[src/rtl/trace_pkg.sv]
// rtl/trace_pkg.sv - shared widths and record layout for the commit trace buffer
package trace_pkg;

  localparam int STAMP_W = 16;
  localparam int DATA_W  = 32;
  localparam int ADDR_W  = 9;
  localparam int REC_W   = STAMP_W + 2 * DATA_W + ADDR_W + 8;

  localparam logic [4:0] X0 = 5'd0;

  typedef struct packed {
    logic [STAMP_W-1:0] stamp;
    logic               reg_we;
    logic [4:0]         reg_num;
    logic [DATA_W-1:0]  reg_data;
    logic               mem_wr;
    logic               mem_rd;
    logic [ADDR_W-1:0]  mem_addr;
    logic [DATA_W-1:0]  mem_data;
  } trace_rec_t;

endpackage

[src/rtl/trace_fifo.sv]
// rtl/trace_fifo.sv - single-clock show-ahead FIFO with occupancy count
module trace_fifo #(
  parameter int W     = 8,
  parameter int DEPTH = 16,
  localparam int AW   = $clog2(DEPTH)
) (
  input  logic          clk,
  input  logic          reset,
  input  logic          push,
  input  logic [W-1:0]  din,
  input  logic          pop,
  output logic [W-1:0]  dout,
  output logic          full,
  output logic          empty,
  output logic [AW:0]   count
);

  logic [W-1:0]  mem_q [DEPTH];
  logic [AW-1:0] wr_ptr_q, rd_ptr_q;
  logic [AW:0]   count_q, count_d;
  logic          do_push, do_pop;

  assign full    = (count_q == (AW+1)'(DEPTH));
  assign empty   = (count_q == '0);
  assign do_pop  = pop && !empty;
  // A same-cycle pop frees the slot, so a push into a full FIFO is still taken.
  assign do_push = push && (!full || do_pop);
  assign dout    = mem_q[rd_ptr_q];
  assign count   = count_q;

  always_comb begin
    count_d = count_q;
    case ({do_push, do_pop})
      2'b10:   count_d = count_q + 1'b1;
      2'b01:   count_d = count_q - 1'b1;
      default: count_d = count_q;
    endcase
  end

  always_ff @(posedge clk) begin
    if (do_push) mem_q[wr_ptr_q] <= din;
  end

  always_ff @(posedge clk) begin
    if (reset) begin
      wr_ptr_q <= '0;
      rd_ptr_q <= '0;
      count_q  <= '0;
    end else begin
      if (do_push) wr_ptr_q <= wr_ptr_q + 1'b1;
      if (do_pop)  rd_ptr_q <= rd_ptr_q + 1'b1;
      count_q <= count_d;
    end
  end

endmodule

[src/rtl/commit_trace_buffer.sv]
// rtl/commit_trace_buffer.sv - timestamps core side effects into a drop-counting trace FIFO
module commit_trace_buffer #(
  parameter int DATA_W  = trace_pkg::DATA_W,
  parameter int ADDR_W  = trace_pkg::ADDR_W,
  parameter int DEPTH   = 16,
  parameter int STAMP_W = trace_pkg::STAMP_W,
  localparam int REC_W  = STAMP_W + 2 * DATA_W + ADDR_W + 8,
  localparam int CNT_W  = $clog2(DEPTH) + 1
) (
  input  logic              clk,
  input  logic              reset,
  input  logic              trace_en,
  input  logic              reg_write_sig,
  input  logic [4:0]        reg_num,
  input  logic [DATA_W-1:0] reg_data,
  input  logic              wr,
  input  logic              rd,
  input  logic [ADDR_W-1:0] addr,
  input  logic [DATA_W-1:0] wr_data,
  input  logic [DATA_W-1:0] rd_data,
  output logic              out_valid,
  input  logic              out_ready,
  output logic [REC_W-1:0]  out_record,
  output logic [CNT_W-1:0]  fill_level,
  output logic              overflow,
  output logic [15:0]       drop_count
);

  logic [STAMP_W-1:0] stamp_q, stamp_d;
  logic [15:0]        drop_count_q, drop_count_d;
  logic               overflow_q, overflow_d;
  logic               reg_we_eff, mem_any, evt, pop, push, drop, full, empty;
  logic [REC_W-1:0]   rec;

  assign reg_we_eff = reg_write_sig && (reg_num != trace_pkg::X0);
  assign mem_any    = wr || rd;
  assign evt        = trace_en && (reg_we_eff || mem_any);
  assign pop        = out_valid && out_ready;
  assign push       = evt && (!full || pop);
  assign drop       = evt && full && !pop;

  // Unused fields are zeroed so records compare cleanly; a store wins over a load for mem_data.
  assign rec = {stamp_q,
                reg_we_eff,
                reg_we_eff ? reg_num  : 5'd0,
                reg_we_eff ? reg_data : {DATA_W{1'b0}},
                wr, rd,
                mem_any ? addr : {ADDR_W{1'b0}},
                wr ? wr_data : (rd ? rd_data : {DATA_W{1'b0}})};

  trace_fifo #(.W(REC_W), .DEPTH(DEPTH)) u_fifo (
    .clk   (clk),
    .reset (reset),
    .push  (push),
    .din   (rec),
    .pop   (pop),
    .dout  (out_record),
    .full  (full),
    .empty (empty),
    .count (fill_level)
  );

  assign out_valid  = !empty;
  assign overflow   = overflow_q;
  assign drop_count = drop_count_q;

  always_comb begin
    stamp_d      = stamp_q + 1'b1;
    overflow_d   = overflow_q || drop;
    drop_count_d = drop_count_q;
    if (drop && (drop_count_q != 16'hFFFF)) drop_count_d = drop_count_q + 1'b1;
  end

  always_ff @(posedge clk) begin
    if (reset) begin
      stamp_q      <= '0;
      overflow_q   <= 1'b0;
      drop_count_q <= '0;
    end else begin
      stamp_q      <= stamp_d;
      overflow_q   <= overflow_d;
      drop_count_q <= drop_count_d;
    end
  end

endmodule

[config.mk]
export PLATFORM = sky130hd
export DESIGN_NAME = commit_trace_buffer
export DESIGN_NICKNAME = d
export VERILOG_FILES = /design/src/rtl/trace_pkg.sv /design/src/rtl/trace_fifo.sv /design/src/rtl/commit_trace_buffer.sv
export SDC_FILE = /design/constraint.sdc
export NUM_CORES = 1
export LEC_CHECK = 0
export CAP_MARGIN = 5
export CORE_UTILIZATION = 45
export CTS_CLUSTER_SIZE = 40
export DETAILED_ROUTE_END_ITERATION = 12
export GPL_ROUTABILITY_DRIVEN = 0
export GPL_TIMING_DRIVEN = 0
export HOLD_SLACK_MARGIN = 0.15
export PLACE_DENSITY = 0.72
export SYNTH_ARGS = -nofsm -noshare
export SYNTH_HDL_FRONTEND = slang
export SYNTH_SLANG_ARGS = --single-unit
[constraint.sdc]
create_clock -name clk -period 8.7 [get_ports clk]
set_input_delay 1.305 -clock clk [delete_from_list [all_inputs] [get_ports clk]]
set_output_delay 1.305 -clock clk [all_outputs]
set_load 0.005 [all_outputs]
==> impl_metrics.py <==
metrics = {
    "global_route": {
        "grt_max_degree": 43,
        "grt_use_total": 0.218,
        "antenna_found_initial": 5,
        "grt_pass1_vias": 29900,
        "grt_overflow": 0,
        "grt_pass1_wl_um": 211000,
    },
    "sta": {
        "fin_ws_ns": 2.08,
        "worst_hold_slack_ns": 0.511,
        "max_freq_mhz": 151,
        "setup_viol": 0,
        "rsz0062_at_grt": "false",
        "hold_violations": 0,
        "fin_crit_sh": 0.761,
        "slew_violations": 0,
        "worst_slew_pin_slew_ns": 1.32,
        "maxSlewHeadroom": 0.121,
        "fin_worst_skew_ns": 0.0359,
        "finalCriticalPeriod_ns": 6.62,
    },
    "run_status": {
        "status": "finished, final reports clean",
    },
    "min_path": {
        "holdPathEnd": "drop_count[11]",
        "whs_path_depth": 2,
        "holdCritStartpoint": "drop_count[11]",
        "hp-class": "reg2reg",
    },
    "clocking": {
        "clock_latency_ns": 0.78,
        "ctsResizeCount": 0,
        "cts.sinks": 1602,
        "clkTransAtPathRegs_ns": 0.06,
        "clockBufferDepth": 3,
        "holdBufCountCts": 0,
        "cts_tree": "done",
        "cts_buffers": 157,
        "htree_num_levels": 4,
        "cts_setup_buffers": 0,
        "clock-root-buffer": "clkbuf_16",
    },
    "critical_path": {
        "critPathMaxStageDelay_ns": 1.03,
        "crit_type": "reg2out",
        "crit_fanout": 10,
        "slowest_stage": "clkbuf_1",
        "path_cells": "clkbuf_1 > clkbuf_1 > clkbuf_1 > mux4_2 > mux4_2 > clkdlybuf4s50_1",
        "reg2reg_slack_ns": 4.93,
        "timing.rr.start": "u_fifo.count[1]",
        "crit_top_cell": "clkbuf_1",
        "endpoint_kind": "output pin",
        "cp_data_required_time_ns": 7.39,
        "crit_path_start_kind": "register",
        "r2r-end": "u_fifo.mem_q[5][7]",
        "cp_data_arrival_time_ns": 5.32,
        "ff2ff_path_depth": 8,
    },
    "placement": {
        "preCtsSetupSlack_ns": 2.26,
        "place_area_um2": 66800,
        "place_hpwl_um": 83500,
        "io_buffer_count": 236,
    },
    "drt": {
        "drt_iter0_markers": 4189,
        "via_per_inst": 5.99,
        "drtAntennaViolNets": 0,
        "remaining_drc_errors": 0,
        "first_pass_iters": 5,
        "detail_route.wl_per_cell_um": 30.6,
        "num_vias": 29100,
        "routed_wl_um": 149000,
    },
    "die": {
        "io-pin-count": 237,
        "die-area_um2": 137000,
        "num_rows": 134,
        "die_w_um": 370,
        "fp.dieH_um": 370,
        "fp.coreArea_um2": 134000,
        "initial_core_util": 0.455,
    },
    "pwr": {
        "vdd_drop_max_uv": 221,
        "power_density_nw_per_um2": 253,
        "leakage_nw": 22.0,
    },
    "flow_run": {
        "maxCapViolCount": 0,
    },
    "final_layout": {
        "design_area_um2": 71900,
        "drive_above_1_share": 0.261,
        "nets": 3094,
        "area_delta_synth_final_pct": 17.8,
        "fillCellCount": 9860,
    },
    "synthesis": {
        "synth_edf_count": 1552,
        "synth_seq_cells": 1602,
        "yosysUniqueCellTypes": 48,
        "synth_top_flop_cell": "edfxtp_1",
        "syn-num-nets": 2653,
        "ys_seq_area_frac": 0.780,
        "synth_top_area_cell": "edfxtp_1",
        "ys_warn_count": 0,
        "synth_top_cell_area_share": 0.763,
        "mappedNetlistArea_um2": 61100,
        "avgSynthCellArea_um2": 24.2,
        "async_flop_share": 0,
        "postSynthCellCount": 2525,
        "synthTopCellsByArea": "edfxtp_1 76%, mux4_2 18%, dfxtp_1 1.6%",
    },
}
## how the worst max path moves through the flow
stage | from | end | cells after the start
after floorplan | wr | u_fifo.mem_q[12][0] | 5
after global placement | wr | u_fifo.mem_q[12][61] | 6
after detailed placement | wr | u_fifo.mem_q[5][2] | 9
after CTS | register | out_record[39] | 6
after global routing | register | out_record[39] | 6
final | register | out_record[39] | 6
## area by class of cell
class	instances	area, um^2	share of cell area
flip-flops and latches	1602	47600	0.662
multi-input cells	787	13000	0.180
clock buffers	207	4330	0.0602
repair buffers	282	3500	0.0486
well taps	1768	2210	0.0308
clock inverters	77	748	0.0104
plain buffers	132	541	0.00751
inverters	4	15.0	0.000209
diodes	2	5.00	0.0000696
## routing by layer
metal  track usage  part of all wire  vias up
met3        0.0541             0.086      216
met2         0.358              0.50     1414
li1              -                 -    11800
met5             0           0.00017        -
met1         0.288              0.39    15700
met4        0.0631             0.024        4
## critical path, delay by kind of cell (launching register included)
family / cells / cell delay [ns]
multiplexers: 2 / 1.03
buffers and inverters: 4 / 3.17
flip-flops: 1 / 0.32
## registers in the layout, summed over array words and instances, names as in the netlist, named ones only
| register | count |
|---|---|
| u_fifo.mem_q | 1552 |
| drop_count | 16 |
| stamp_q | 16 |
| u_fifo.count | 5 |
| u_fifo.rd_ptr_q | 4 |
| u_fifo.wr_ptr_q | 4 |
| overflow | 1 |
## Yosys cell counts (2+ instances only)
cell type,number
nand4_1,10
and2_1,46
mux2i_1,3
buf_1,12
nor2b_1,12
mux4_2,485
nor3_1,2
buf_2,35
or2_2,2
and4_1,6
or3_1,13
or4_1,2
dfxtp_1,50
nand2_1,16
o21ai_0,15
xnor2_1,8
o31ai_1,2
a21oi_1,20
nor2_1,41
a22o_1,32
xor2_1,16
and3_1,8
edfxtp_1,1552
inv_1,4
clkbuf_1,84
ha_1,11
nand3_1,17
## cells by family (layout without fill, tap and decap cells)
kind of cell,after synthesis,in the layout,share of synthesized area
other,0,2,0
adders and majority gates,11,11,0.00225
DFF,1602,1602,0.780
and+or+nand+nor,185,185,0.0171
muxes,489,489,0.180
AOI/OAI and AO/OA,78,78,0.00902
xor gates and xnor gates,24,24,0.00344
buffers and inverters,136,702,0.00910
## stage by stage
step           setup TNS (ns)  total power [mW]   util  instances
2_1_floorplan               0              10.5      -       2525
3_3_place_gp         -3612.00              11.6  0.489       4529
3_5_place_dp                0              11.7  0.498       4573
4_1_cts                     0              18.3  0.536       4857
5_1_grt                     0              18.7  0.536       4859
6_report                    0              18.2  0.536       4861
## cell usage in the layout, fill, tap and decap left out, types with 15 or more instances in the layout
cell type and n:
a21oi_1 20, a22o_1 32, and2_1 38, buf_16 30
buf_2 35, clkbuf_1 123, clkbuf_16 166, clkdlybuf4s50_1 236
clkinv_1 33, clkinv_2 16, dfxtp_1 50, edfxtp_1 1552
mux4_2 485, nand2_1 16, nand3_1 17, nor2_1 37
o21ai_0 15, xor2_1 16
## where the power goes
group / switching, mW / total [mW] / internal [mW]
clock: 2.83 / 6.74 / 3.91
sequential: 0.0535 / 8.67 / 8.62
combinational: 1.38 / 2.80 / 1.42
(Power assumes the default switching activity.)
